**src/rtl/updown_step_decoder.sv**
```systemverilog
// Observer-side decoder for an up/down counter's value stream: recovers each
// +/-1 step, keeps saturating statistics and flags illegal transitions.
module updown_step_decoder #(
  parameter int WIDTH     = 32,
  parameter int CNT_WIDTH = 16,
  parameter int ERR_LIMIT = 3
) (
  input  logic                 clock,
  input  logic                 reset,
  input  logic                 value_valid,
  input  logic [WIDTH-1:0]     value,
  input  logic                 clear,
  output logic                 inst_valid,
  output logic                 inst,
  output logic                 step_error,
  output logic                 error_sticky,
  output logic                 fault,
  output logic [CNT_WIDTH-1:0] up_count,
  output logic [CNT_WIDTH-1:0] down_count,
  output logic [CNT_WIDTH-1:0] run_length,
  output logic [1:0]           dbg_state
);

  localparam int EW = $clog2(ERR_LIMIT + 1);

  typedef enum logic [1:0] {
    ST_IDLE  = 2'd0,
    ST_TRACK = 2'd1,
    ST_FAULT = 2'd2
  } state_e;

  localparam logic [WIDTH-1:0]     DELTA_UP   = WIDTH'(1);
  localparam logic [WIDTH-1:0]     DELTA_DOWN = '1;
  localparam logic [CNT_WIDTH-1:0] CNT_MAX    = '1;
  localparam logic [CNT_WIDTH-1:0] CNT_ONE    = CNT_WIDTH'(1);
  localparam logic [EW-1:0]        ERR_MAX    = EW'(ERR_LIMIT);

  state_e                 state_q, state_d;
  logic [WIDTH-1:0]       prev_q, prev_d;
  logic                   inst_valid_q, inst_valid_d;
  logic                   inst_q, inst_d;
  logic                   step_error_q, step_error_d;
  logic                   error_sticky_q, error_sticky_d;
  logic [CNT_WIDTH-1:0]   up_count_q, up_count_d;
  logic [CNT_WIDTH-1:0]   down_count_q, down_count_d;
  logic [CNT_WIDTH-1:0]   run_length_q, run_length_d;
  logic [EW-1:0]          err_cnt_q, err_cnt_d;
  logic                   last_dir_q, last_dir_d;
  logic                   have_dir_q, have_dir_d;

  logic [WIDTH-1:0]       delta;
  logic                   legal_step;
  logic                   step_dir;

  // value_valid is a one-way qualifier: the block has no backpressure and
  // accepts every cycle where value_valid=1 and clear=0 (FAULT discards it).
  always_comb begin
    delta      = value - prev_q;
    legal_step = 1'b0;
    step_dir   = 1'b0;

    state_d        = state_q;
    prev_d         = prev_q;
    inst_valid_d   = 1'b0;
    inst_d         = inst_q;
    step_error_d   = 1'b0;
    error_sticky_d = error_sticky_q;
    up_count_d     = up_count_q;
    down_count_d   = down_count_q;
    run_length_d   = run_length_q;
    err_cnt_d      = err_cnt_q;
    last_dir_d     = last_dir_q;
    have_dir_d     = have_dir_q;

    if (clear) begin
      state_d        = ST_IDLE;
      error_sticky_d = 1'b0;
      up_count_d     = '0;
      down_count_d   = '0;
      run_length_d   = '0;
      err_cnt_d      = '0;
      have_dir_d     = 1'b0;
    end else if (value_valid) begin
      unique case (state_q)
        ST_IDLE: begin
          prev_d  = value;
          state_d = ST_TRACK;
        end
        ST_TRACK: begin
          prev_d = value;
          if (delta == DELTA_UP) begin
            legal_step = 1'b1;
            step_dir   = 1'b0;
          end else if (delta == DELTA_DOWN) begin
            legal_step = 1'b1;
            step_dir   = 1'b1;
          end else if (delta != '0) begin
            step_error_d   = 1'b1;
            error_sticky_d = 1'b1;
            run_length_d   = '0;
            have_dir_d     = 1'b0;
            if (err_cnt_q != ERR_MAX) begin
              err_cnt_d = err_cnt_q + EW'(1);
            end
            if (err_cnt_q + EW'(1) >= ERR_MAX) begin
              state_d = ST_FAULT;
            end
          end
        end
        ST_FAULT: begin
          state_d = ST_FAULT;
        end
        default: begin
          state_d = ST_IDLE;
        end
      endcase

      if (legal_step) begin
        inst_valid_d = 1'b1;
        inst_d       = step_dir;
        err_cnt_d    = '0;
        last_dir_d   = step_dir;
        have_dir_d   = 1'b1;
        if (step_dir) begin
          if (down_count_q != CNT_MAX) down_count_d = down_count_q + CNT_ONE;
        end else begin
          if (up_count_q != CNT_MAX) up_count_d = up_count_q + CNT_ONE;
        end
        // A run continues only if the previous legal step went the same way
        // and no error or clear intervened since.
        if (have_dir_q && (last_dir_q == step_dir)) begin
          if (run_length_q != CNT_MAX) run_length_d = run_length_q + CNT_ONE;
        end else begin
          run_length_d = CNT_ONE;
        end
      end
    end
  end

  always_ff @(posedge clock) begin
    if (!reset) begin
      state_q        <= ST_IDLE;
      prev_q         <= '0;
      inst_valid_q   <= 1'b0;
      inst_q         <= 1'b0;
      step_error_q   <= 1'b0;
      error_sticky_q <= 1'b0;
      up_count_q     <= '0;
      down_count_q   <= '0;
      run_length_q   <= '0;
      err_cnt_q      <= '0;
      last_dir_q     <= 1'b0;
      have_dir_q     <= 1'b0;
    end else begin
      state_q        <= state_d;
      prev_q         <= prev_d;
      inst_valid_q   <= inst_valid_d;
      inst_q         <= inst_d;
      step_error_q   <= step_error_d;
      error_sticky_q <= error_sticky_d;
      up_count_q     <= up_count_d;
      down_count_q   <= down_count_d;
      run_length_q   <= run_length_d;
      err_cnt_q      <= err_cnt_d;
      last_dir_q     <= last_dir_d;
      have_dir_q     <= have_dir_d;
    end
  end

  assign inst_valid   = inst_valid_q;
  assign inst         = inst_q;
  assign step_error   = step_error_q;
  assign error_sticky = error_sticky_q;
  assign fault        = (state_q == ST_FAULT);
  assign up_count     = up_count_q;
  assign down_count   = down_count_q;
  assign run_length   = run_length_q;
  assign dbg_state    = state_q;

endmodule

```
**config.mk**
```make
export PLATFORM = sky130hd
export DESIGN_NAME = updown_step_decoder
export DESIGN_NICKNAME = d
export VERILOG_FILES = /design/src/rtl/updown_step_decoder.sv
export SDC_FILE = /design/constraint.sdc
export NUM_CORES = 1
export LEC_CHECK = 0
export BUFFER_PORTS_ARGS = -buffer_cell sky130_fd_sc_hd__buf_2
export CAP_MARGIN = 20
export CELL_PAD_IN_SITES_DETAIL_PLACEMENT = 1
export CELL_PAD_IN_SITES_GLOBAL_PLACEMENT = 2
export CORE_MARGIN = 2
export CORE_UTILIZATION = 37
export DETAILED_ROUTE_END_ITERATION = 7
export PLACE_DENSITY = 0.88
export SLEW_MARGIN = 20
export SYNTH_ARGS = -nofsm -noshare
export SYNTH_HDL_FRONTEND = slang
export SYNTH_SLANG_ARGS = --single-unit
```
**constraint.sdc**
```tcl
create_clock -name clock -period 7 [get_ports clock]
set_clock_uncertainty 0.1 [all_clocks]
set_input_delay 0.7 -clock clock [delete_from_list [all_inputs] [get_ports clock]]
set_output_delay 0.7 -clock clock [all_outputs]
set_load 0.02 [all_outputs]
```
==> flow_summary_export.csv, run 1 <==
group,metric,value,unit
route,ant_nets,0,
cts,cts-htree-levels,3,
synth,syn-mean-instance-area,7.45,um^2
global_routing,grt_start_max_net_pins,43,
die,core,18800,um^2
pwr,power.total,1.36,mW
layout,most-common-layout-cells,"152 x nand2_1, 90 x buf_2, 89 x dfxtp_1, 78 x nor2_1, 61 x a21oi_1",
synth,synth_ff_type,"dfxtp_1",
route,drt-initial-drc-count,401,
timing,hold_viol_final,0,
route,drc,0,
synth,yosysWarnings,0,
layout,final_nets,1098,
global_routing,antenna_found_initial,1,
cts,clockBufferDepth,2,
layout,multi_input_area,4980,um^2
timing,max-slew-margin-rel,30.8,%
cts,clk_pin_slew_worst_paths,70,ps
synth,postSynthCellCount,958,
route,viasPerCell,5.74,
timing,fmax,0.194,GHz
hold_path,hp-class,"reg -> reg",
synth,ys_async_sr_fraction,0,%
flow_run,maxCapViolCount,0,
layout,n_fill_cell,2437,
hold_path,hold_depth,2,
synth,synth_area,7140,um^2
setup_path,worst_setup_path_end_kind,"flop",
layout,drive_gt1_share,14.1,%
cts,cts-root-buf,"clkbuf_16",
timing,hold_slack,363,ps
global_routing,grt_pass1_vias,7139,
timing,tns,0,ps
pwr,power.density,170,nW/um^2
route,wl,22.5,mm
outcome,status,"finished, final reports clean",
layout,regArea,1780,um^2
timing,fin_crit_sh,73.6,%
timing,period_minus_slack,5150,ps
synth,synth-edff-count,0,
die,io_pins,91,
setup_path,cp-start-kind,"input pin",
synth,synth.ff_latch_count,89,
route,dr.pass1.iters,5,
placed_design,routabilityCongestion,0.936,
timing,setup_violations,0,
setup_path,critPathArrivalTime,5300,ps
synth,ys_seq_area_share,24.9,%
setup_path,path_class,"in -> reg",
layout,areaGrowthSynthToFinish,12.2,%
timing,rsz0062_at_grt,"no",
cts,numClockSinks,89,
layout,mostFrequentLayoutCell,"nand2_1",
placed_design,portBuffers,90,
die,dieArea,20400,um^2
cts,cts_made_buffers,9,
placed_design,dpl.hpwl,17.1,mm
setup_path,ff2ff_path_depth,14,
setup_path,critPathMaxFanout,11,
global_routing,grt-ovfl-total,0,
pwr,p_leak,2.98,nW
pwr,vdd_drop_max,0.113,mV
cts,postCtsHoldBufs,0,
synth,synth_cell_type_count,82,
cts,cts_resized,0,
die,rows,50,
timing,drv_slew,0,
global_routing,grt.total_usage,22.4,%
die,die_x,143,um
route,via_count,7372,
global_routing,grt_pass1_wl,37.0,mm
cts,post-cts-setup-buffers,0,
die,start_util,37.9,%
synth,syn_nets,1037,
cts,clock_latency,360,ps
route,route.detailed.wl_per_inst,17.5,um
placed_design,dpl_worst_slack,1540,ps
timing,worst_slew_pin_slew,1010,ps
cts,tritoncts,"done",
setup_path,cp_data_required_time,7150,ps
die,die_y,143,um
timing,setup_ws,1850,ps
## cell usage after synthesis (all sizes together), types with 12 or more instances
cell / count / area [um^2]
nand3: 26 / 130
nor3: 34 / 195
a21o: 17 / 128
a21oi: 62 / 314
nor2: 78 / 293
and3: 18 / 118
o211ai: 16 / 120
nand4: 23 / 150
ha: 42 / 526
nand2: 152 / 571
o21ai: 48 / 240
a21boi: 46 / 345
buf: 20 / 124
inv: 45 / 169
nor4: 23 / 184
xnor2: 23 / 201
dfxtp: 89 / 1780
clkbuf: 24 / 90.1
xor2: 12 / 105
## area by class of cell
cell class / count / area share (%)
clock inverters: 6 / 0.640
repair buffers: 94 / 5.99
diodes: 1 / 0.0312
well taps: 260 / 4.06
multi-input cells: 780 / 62.1
inverters: 45 / 2.11
flip-flops and latches: 89 / 22.2
clock buffers: 10 / 2.86
## report_power, final
part / switching (mW) / total [mW] / internal (mW)
clock network: 0.235 / 0.480 / 0.246
registers: 0.00513 / 0.521 / 0.515
logic: 0.238 / 0.363 / 0.126
## kinds of logic (layout without fill, tap and decap cells)
logic type	after synthesis	after routing	share of synthesized area, %
AOI/OAI and AO/OA	263	263	25.5
xor gates and xnor gates	35	35	4.29
adders and majority gates	43	43	7.64
buffers and inverters	89	155	5.36
DFF	89	89	24.9
muxes	9	9	1.28
other	0	1	0
and+or+nand+nor	430	430	31.0
## worst max-delay path: stages
cell and delay (ps):
buf_2 90, inv_1 50, ha_1 200, fa_1 430, nor2b_4 170, o31ai_1 130
a2111oi_1 650, nor3_1 140, or2_2 340, nor4_1 350, nand4b_1 240, nor4_2 600
nand2_1 400, nor3_2 460, a31oi_1 140, a41o_1 210
## final timing paths
kind                                 start             end  slack (ps)
worst max-delay path              value[0]  down_count[13]        1850
worst min-delay path            prev_q[19]      prev_q[19]         360
worst max register to register  prev_q[17]  down_count[13]        1990
worst min register to register  prev_q[19]      prev_q[19]         360
## per-layer routing
layer / vias to the layer above / GRT usage, % / routed length [um]
met3: 21 / 3.32 / 935
met5: - / 0 / 0
met2: 165 / 34.4 / 9810
met1: 3574 / 32.4 / 11400
met4: 0 / 6.36 / 322
li1: 3612 / - / -
## metrics by stage
step           instances  cell area, um^2  utilization (%)
6_report            1285             8020             42.6
5_1_grt             1284             8010             42.6
4_1_cts             1284             8010             42.6
3_5_place_dp        1268             7730             41.1
3_3_place_gp        1268             7730             41.1
2_1_floorplan        958             7140                -
## flip-flops by register name (all words and copies together) (netlist names)
name and flops:
dbg_state 2, last_dir_q 1, prev_q 32, have_dir_q 1, run_length 16, error_sticky 1, err_cnt_q 2, down_count 16
inst_valid 1, step_error 1, up_count 16
Note: power is estimated with default switching activity, not from simulation.
==> inputs of run 2 (changes only) <==
CORE_UTILIZATION = 31   (was 37)
PLACE_DENSITY = 0.79   (was 0.88)
clock period = 4.5 ns   (was 7 ns; I/O delays follow)
==> flow_summary_export.csv, run 2 (synthesized netlist as in run 1, its figures left out) <==
group,metric,value,unit
die,die_x,156,um
layout,fin_area,8770,um^2
layout,most-common-layout-cells,"152 x nand2_1, 90 x buf_2, 89 x dfxtp_1, 83 x buf_4, 78 x nor2_1",
pwr,combPwrFrac,28.7,%
layout,final_util,38.7,%
pwr,p_int,1.50,mW
timing,setup_violations,0,
timing,fin_crit_sh,94.7,%
placed_design,placed_cell_area,8370,um^2
global_routing,grt.total_usage,19.7,%
timing,drv_slew,0,
layout,largest_register_ffs,32,
route,dr.pass1.iters,5,
setup_path,path_class,"reg -> reg",
setup_path,cp-start-kind,"flop",
timing,hold_viol_final,0,
placed_design,routabilityCongestion,0.898,
layout,largest-register,"prev_q",
layout,final_nets,1179,
timing,period_minus_slack,4260,ps
cts,tritoncts,"done",
placed_design,dpl.hpwl,18.3,mm
pwr,vdd_drop_max,0.147,mV
layout,drive_gt1_share,21.5,%
route,via_count,7535,
timing,hold_slack,258,ps
setup_path,max_stage_delay,530,ps
cts,numClockSinks,89,
pwr,clkPwrFrac,35.9,%
timing,max-slew-margin-rel,30.9,%
timing,setup_ws,239,ps
pwr,power.total,2.29,mW
route,drt-initial-drc-count,316,
route,drc,0,
route,ant_nets,0,
setup_path,cp_data_required_time,4630,ps
die,core,22600,um^2
setup_path,critPathMaxFanout,6,
die,dieArea,24300,um^2
cts,clock_latency,360,ps
die,die_y,156,um
layout,areaGrowthSynthToFinish,22.8,%
route,viasPerCell,5.42,
setup_path,critPathArrivalTime,4390,ps
placed_design,portBuffers,90,
cts,postCtsHoldBufs,0,
global_routing,grt_start_max_net_pins,42,
cts,cts-root-buf,"clkbuf_16",
die,rows,55,
setup_path,critPathMostFrequentCell,"buf_4",
pwr,power_switching_share,34.2,%
die,io_pins,91,
hold_path,hp-class,"in -> reg",
global_routing,grt_pass1_vias,7467,
route,wl_met3,812,um
cts,cts_made_buffers,9,
setup_path,r2r_setup_slack,240,ps
pwr,power.switching,0.781,mW
setup_path,worst_setup_path_end_kind,"flop",
setup_path,crit_slowest_cell,"or4_4",
placed_design,dpl_worst_slack,-195,ps
timing,worst_slew_pin_slew,1040,ps
cts,clockBufferDepth,2,
global_routing,grt_pass1_wl,39.0,mm
layout,mostFrequentLayoutCell,"nand2_1",
flow_run,maxCapViolCount,0,
setup_path,worstPathCellList,"inv_1, ha_1, buf_4, o31a_4, or4_1, and3_4, a2111oi_4, nand4_1, or4_4, nor4_4, buf_4, o311ai_4, nor4_1, xnor2_1, nor2_1",
layout,antenna_cells,0,
pwr,p_leak,3.40,nW
route,wl_met1,12.1,mm
pwr,power_frac_seq,35.4,%
route,wl_met2,10.4,mm
timing,fmax,0.235,GHz
cts,clk_pin_slew_worst_paths,70,ps
die,start_util,31.5,%
route,wl,23.6,mm
global_routing,grt-ovfl-total,0,
pwr,power.density,261,nW/um^2
route,dr.max_layer_used,"met4",
outcome,status,"finished, final reports clean",
route,route.detailed.wl_per_inst,17.0,um
global_routing,antenna_found_initial,0,
cts,cts-htree-levels,3,
## run 2: changes by cell type in the layout (fill, tap and decap cells not counted), sizes merged
cell,delta
bufinv,+1
clkinvlp,-1
o311ai,+1
inv,+1
buf,+80
clkinv,-1
diode,-1
## run 2: power groups by stage
stage | clock, mW | combinational (mW) | sequential, mW
4_1_cts | 0.847 | 0.642 | 0.809
3_3_place_gp | 0 | 0.632 | 0.827
5_1_grt | 0.870 | 0.731 | 0.811
6_report | 0.820 | 0.657 | 0.809
3_5_place_dp | 0 | 0.637 | 0.828
2_1_floorplan | 0 | 0.401 | 0.827
## run 2: layer usage
metal / up-vias / track usage [%]
li1: 3778 / -
met1: 3621 / 28.5
met2: 117 / 31.4
met3: 19 / 2.47
met4: 0 / 4.19
met5: - / 0
## run 2: path summary, 6_finish.rpt
path,startpoint,to,depth (start not counted)
setup / recovery,prev_q[2],up_count[13],15
setup reg to reg,prev_q[2],up_count[13],15
hold reg to reg,prev_q[11],prev_q[11],2
hold / removal,value[29],prev_q[29],3
## run 2: worst max-delay path, delay by kind of cell, from the launching register on
family                     cells  cell delay [ps]
and+or+nand+nor                7             2040
AOI/OAI and AO/OA              3              820
buffers and inverters          3              430
DFF                            1              330
adders and majority gates      1              240
xor gates and xnor gates       1              180
## run 2: layout make-up
class,instances,area (um^2)
clock buffer,10,229
clock inverter,6,73.8
fill,2843,13900
inverter,45,169
multi-input combinational,781,5070
sequential,89,1780
tap,285,357
timing repair buffer,174,1080
## run 2: timing repair
action                                  in CTS  in global routing
endpoints found under the setup margin       0                 41
setup buffers                                0                  0
resized for setup                            0                 17
## run 2: stage by stage
| stage | cells | setup TNS [ps] |
|---|---|---|
| after floorplan | 958 | 0 |
| after global placement | 1373 | -2880 |
| after detailed placement | 1373 | -4070 |
| after CTS | 1389 | 0 |
| after global routing | 1390 | -6.59 |
| final | 1390 | 0 |
==> inputs of run 3 (changes only) <==
ABC_AREA = 1   (was unset)
CORE_UTILIZATION = 28   (was 31)
CTS_CLUSTER_DIAMETER = 30   (was unset)
PLACE_DENSITY = 0.78   (was 0.79)
==> flow_summary_export.csv, run 3 <==
group,metric,value,unit
die,core,28500,um^2
synth,synth_ff_type,"dfxtp_1",
route,ant_nets,0,
route,drt-initial-drc-count,324,
synth,yosys.area_share.simple,44.4,%
global_routing,grt_start_max_net_pins,44,
synth,ys_async_sr_fraction,0,%
layout,final_nets,1555,
timing,period_minus_slack,3740,ps
setup_path,path_class,"reg -> reg",
global_routing,grt_pass1_vias,8906,
placed_design,place_inst,1849,
cts,cts_made_buffers,9,
setup_path,worst_setup_path_end_kind,"flop",
die,die_x,174,um
global_routing,grt.total_usage,18.2,%
cts,numClockSinks,89,
placed_design,placed_cell_area,8900,um^2
cts,clk_pin_slew_worst_paths,80,ps
die,io_pins,91,
pwr,p_leak,4.47,nW
die,die_y,174,um
cts,tritoncts,"done",
setup_path,cp-start-kind,"flop",
route,viasPerCell,4.64,
die,start_util,28.2,%
synth,synth_top_area_share,22.1,%
synth,ys_seq_area_share,22.1,%
global_routing,grt-ovfl-total,0,
synth,yosysMostFrequentCell,"nand2_1",
route,wl_met3,625,um
synth,syn-mean-instance-area,5.77,um^2
timing,setup_ws,758,ps
synth,synth_top_family_by_area,"simple AND/OR/NAND/NOR gates",
route,wl,26.4,mm
hold_path,hp-class,"in -> reg",
layout,final_cells,1866,
route,drc,0,
layout,fin_area,9210,um^2
route,route.detailed.wl_per_inst,14.2,um
cts,post-cts-setup-buffers,0,
setup_path,cp_data_required_time,4670,ps
synth,synthAdderAreaFrac,6.77,%
synth,syn_nets,1477,
route,wl_met1,13.0,mm
layout,areaGrowthSynthToFinish,14.3,%
outcome,status,"finished, final reports clean",
synth,synth-edff-count,0,
timing,setup_violations,0,
route,wl_met2,12.4,mm
synth,synth_cell_type_count,40,
flow_run,maxCapViolCount,0,
layout,largest_register_ffs,32,
timing,hold_slack,278,ps
synth,synth_mux_area_share,0,%
die,dieArea,30200,um^2
pwr,power.density,265,nW/um^2
placed_design,routabilityCongestion,0.870,
cts,cts_resized,0,
timing,max-slew-margin-rel,54.8,%
cts,clockBufferDepth,2,
cts,cts-htree-levels,3,
cts,postCtsHoldBufs,0,
die,rows,62,
synth,synth-compound-area-share,9.53,%
setup_path,critPathMaxFanout,24,
synth,yosysWarnings,0,
synth,synth.ff_latch_count,89,
timing,rsz0062_at_grt,"no",
timing,hold_viol_final,0,
timing,fmax,0.267,GHz
global_routing,grt_pass1_wl,44.8,mm
cts,cts-root-buf,"clkbuf_16",
timing,fin_crit_sh,83.1,%
route,via_count,8662,
route,dr.max_layer_used,"met4",
layout,most-common-layout-cells,"460 x nand2_1, 234 x inv_1, 111 x nor2_1, 102 x nand3_1, 90 x buf_2",
route,dr.pass1.iters,4,
synth,synth-xor-area-share,3.91,%
layout,mostFrequentLayoutCell,"nand2_1",
timing,tns,0,ps
placed_design,dpl.hpwl,21.3,mm
synth,postSynthCellCount,1398,
setup_path,critPathArrivalTime,3910,ps
timing,drv_slew,0,
layout,largest-register,"prev_q",
synth,synth_area_leader_cell,"dfxtp_1",
pwr,vdd_drop_max,0.136,mV
synth,synth_area,8060,um^2
layout,drive_gt1_share,12.7,%
global_routing,antenna_found_initial,0,
placed_design,portBuffers,90,
synth,synth_common_cells,"460 x nand2_1, 235 x inv_1, 111 x nor2_1, 102 x nand3_1, 89 x dfxtp_1",
cts,clock_latency,370,ps
synth,synth_area_leaders,"dfxtp_1 22%, nand2_1 21%, inv_1 11%",
timing,worst_slew_pin_slew,679,ps
placed_design,dpl_worst_slack,490,ps
[run 3: cell types whose count changed in the layout (fill, tap and decap cells not counted), sizes merged, moves of 10 or more]
cell    previous run  this run
o211ai            16         0
xnor2             23         9
or3               10         0
a21boi            46         1
and3              18         0
buf              174        95
nor2              78       122
nand2            152       488
nor4              23        12
a21o              17         0
a21oi             62        95
nand3             26       109
xor2              12        27
inv               48       250
[run 3: logic make-up after synthesis]
family | Yosys count
adder cells (fa/ha/maj) | 43
AO/OA/AOI/OAI | 144
AND/OR/NAND/NOR | 811
flip-flops | 89
buffers and inverters | 275
XOR/XNOR | 36
[run 3: final timing paths]
kind,slack [ps],to,cells past startpoint,startpoint
setup / recovery,760,up_count[9],21,prev_q[10]
hold / removal,280,prev_q[0],3,value[0]
setup reg to reg,760,up_count[9],21,prev_q[10]
hold reg to reg,360,prev_q[29],2,prev_q[29]
[run 3: routing by layer]
metal	global-route usage, %	vias to the layer above
li1	-	4511
met2	31.7	81
met4	4.80	0
met1	23.7	4039
met5	0	-
met3	2.28	31
[run 3: where the power goes]
part | internal [mW] | total, mW | leakage, nW | switching [mW]
logic | 0.235 | 0.783 | 3.60 | 0.548
registers | 0.810 | 0.818 | 0.723 | 0.00826
clock network | 0.442 | 0.842 | 0.150 | 0.400
total | 1.49 | 2.44 | 4.47 | 0.956
[run 3: area by class of cell]
class / instances / area [um^2]
fillers: 3898 / 19300
multi-input cells: 1034 / 5220
flip-flops and latches: 89 / 1780
inverters: 247 / 930
repair buffers: 95 / 488
well taps: 384 / 480
clock buffers: 9 / 225
clock inverters: 7 / 85.1
diodes: 1 / 2.50
[run 3: worst max-delay path, cell delays in order, from the launching register on]
cell	delay (ps)
dfxtp_1	310
inv_1	50
ha_1	380
nand2_1	160
nor2_1	310
nand3_1	140
nand3_2	160
nand2_1	120
nand2_1	100
nand2_1	50
nand2_1	130
nand2_1	90
nor2_1	140
nand2_1	100
nor2_4	160
nand3_4	110
nand2_4	300
nand3_4	240
inv_4	260
nand3_1	100
nand2_1	70
nor2_1	40
[run 3: metrics by stage]
step,util [%],power (mW)
after global routing,32.3,2.63
after global placement,31.2,1.62
after CTS,32.3,2.49
after floorplan,-,1.39
final,32.3,2.44
after detailed placement,31.2,1.63
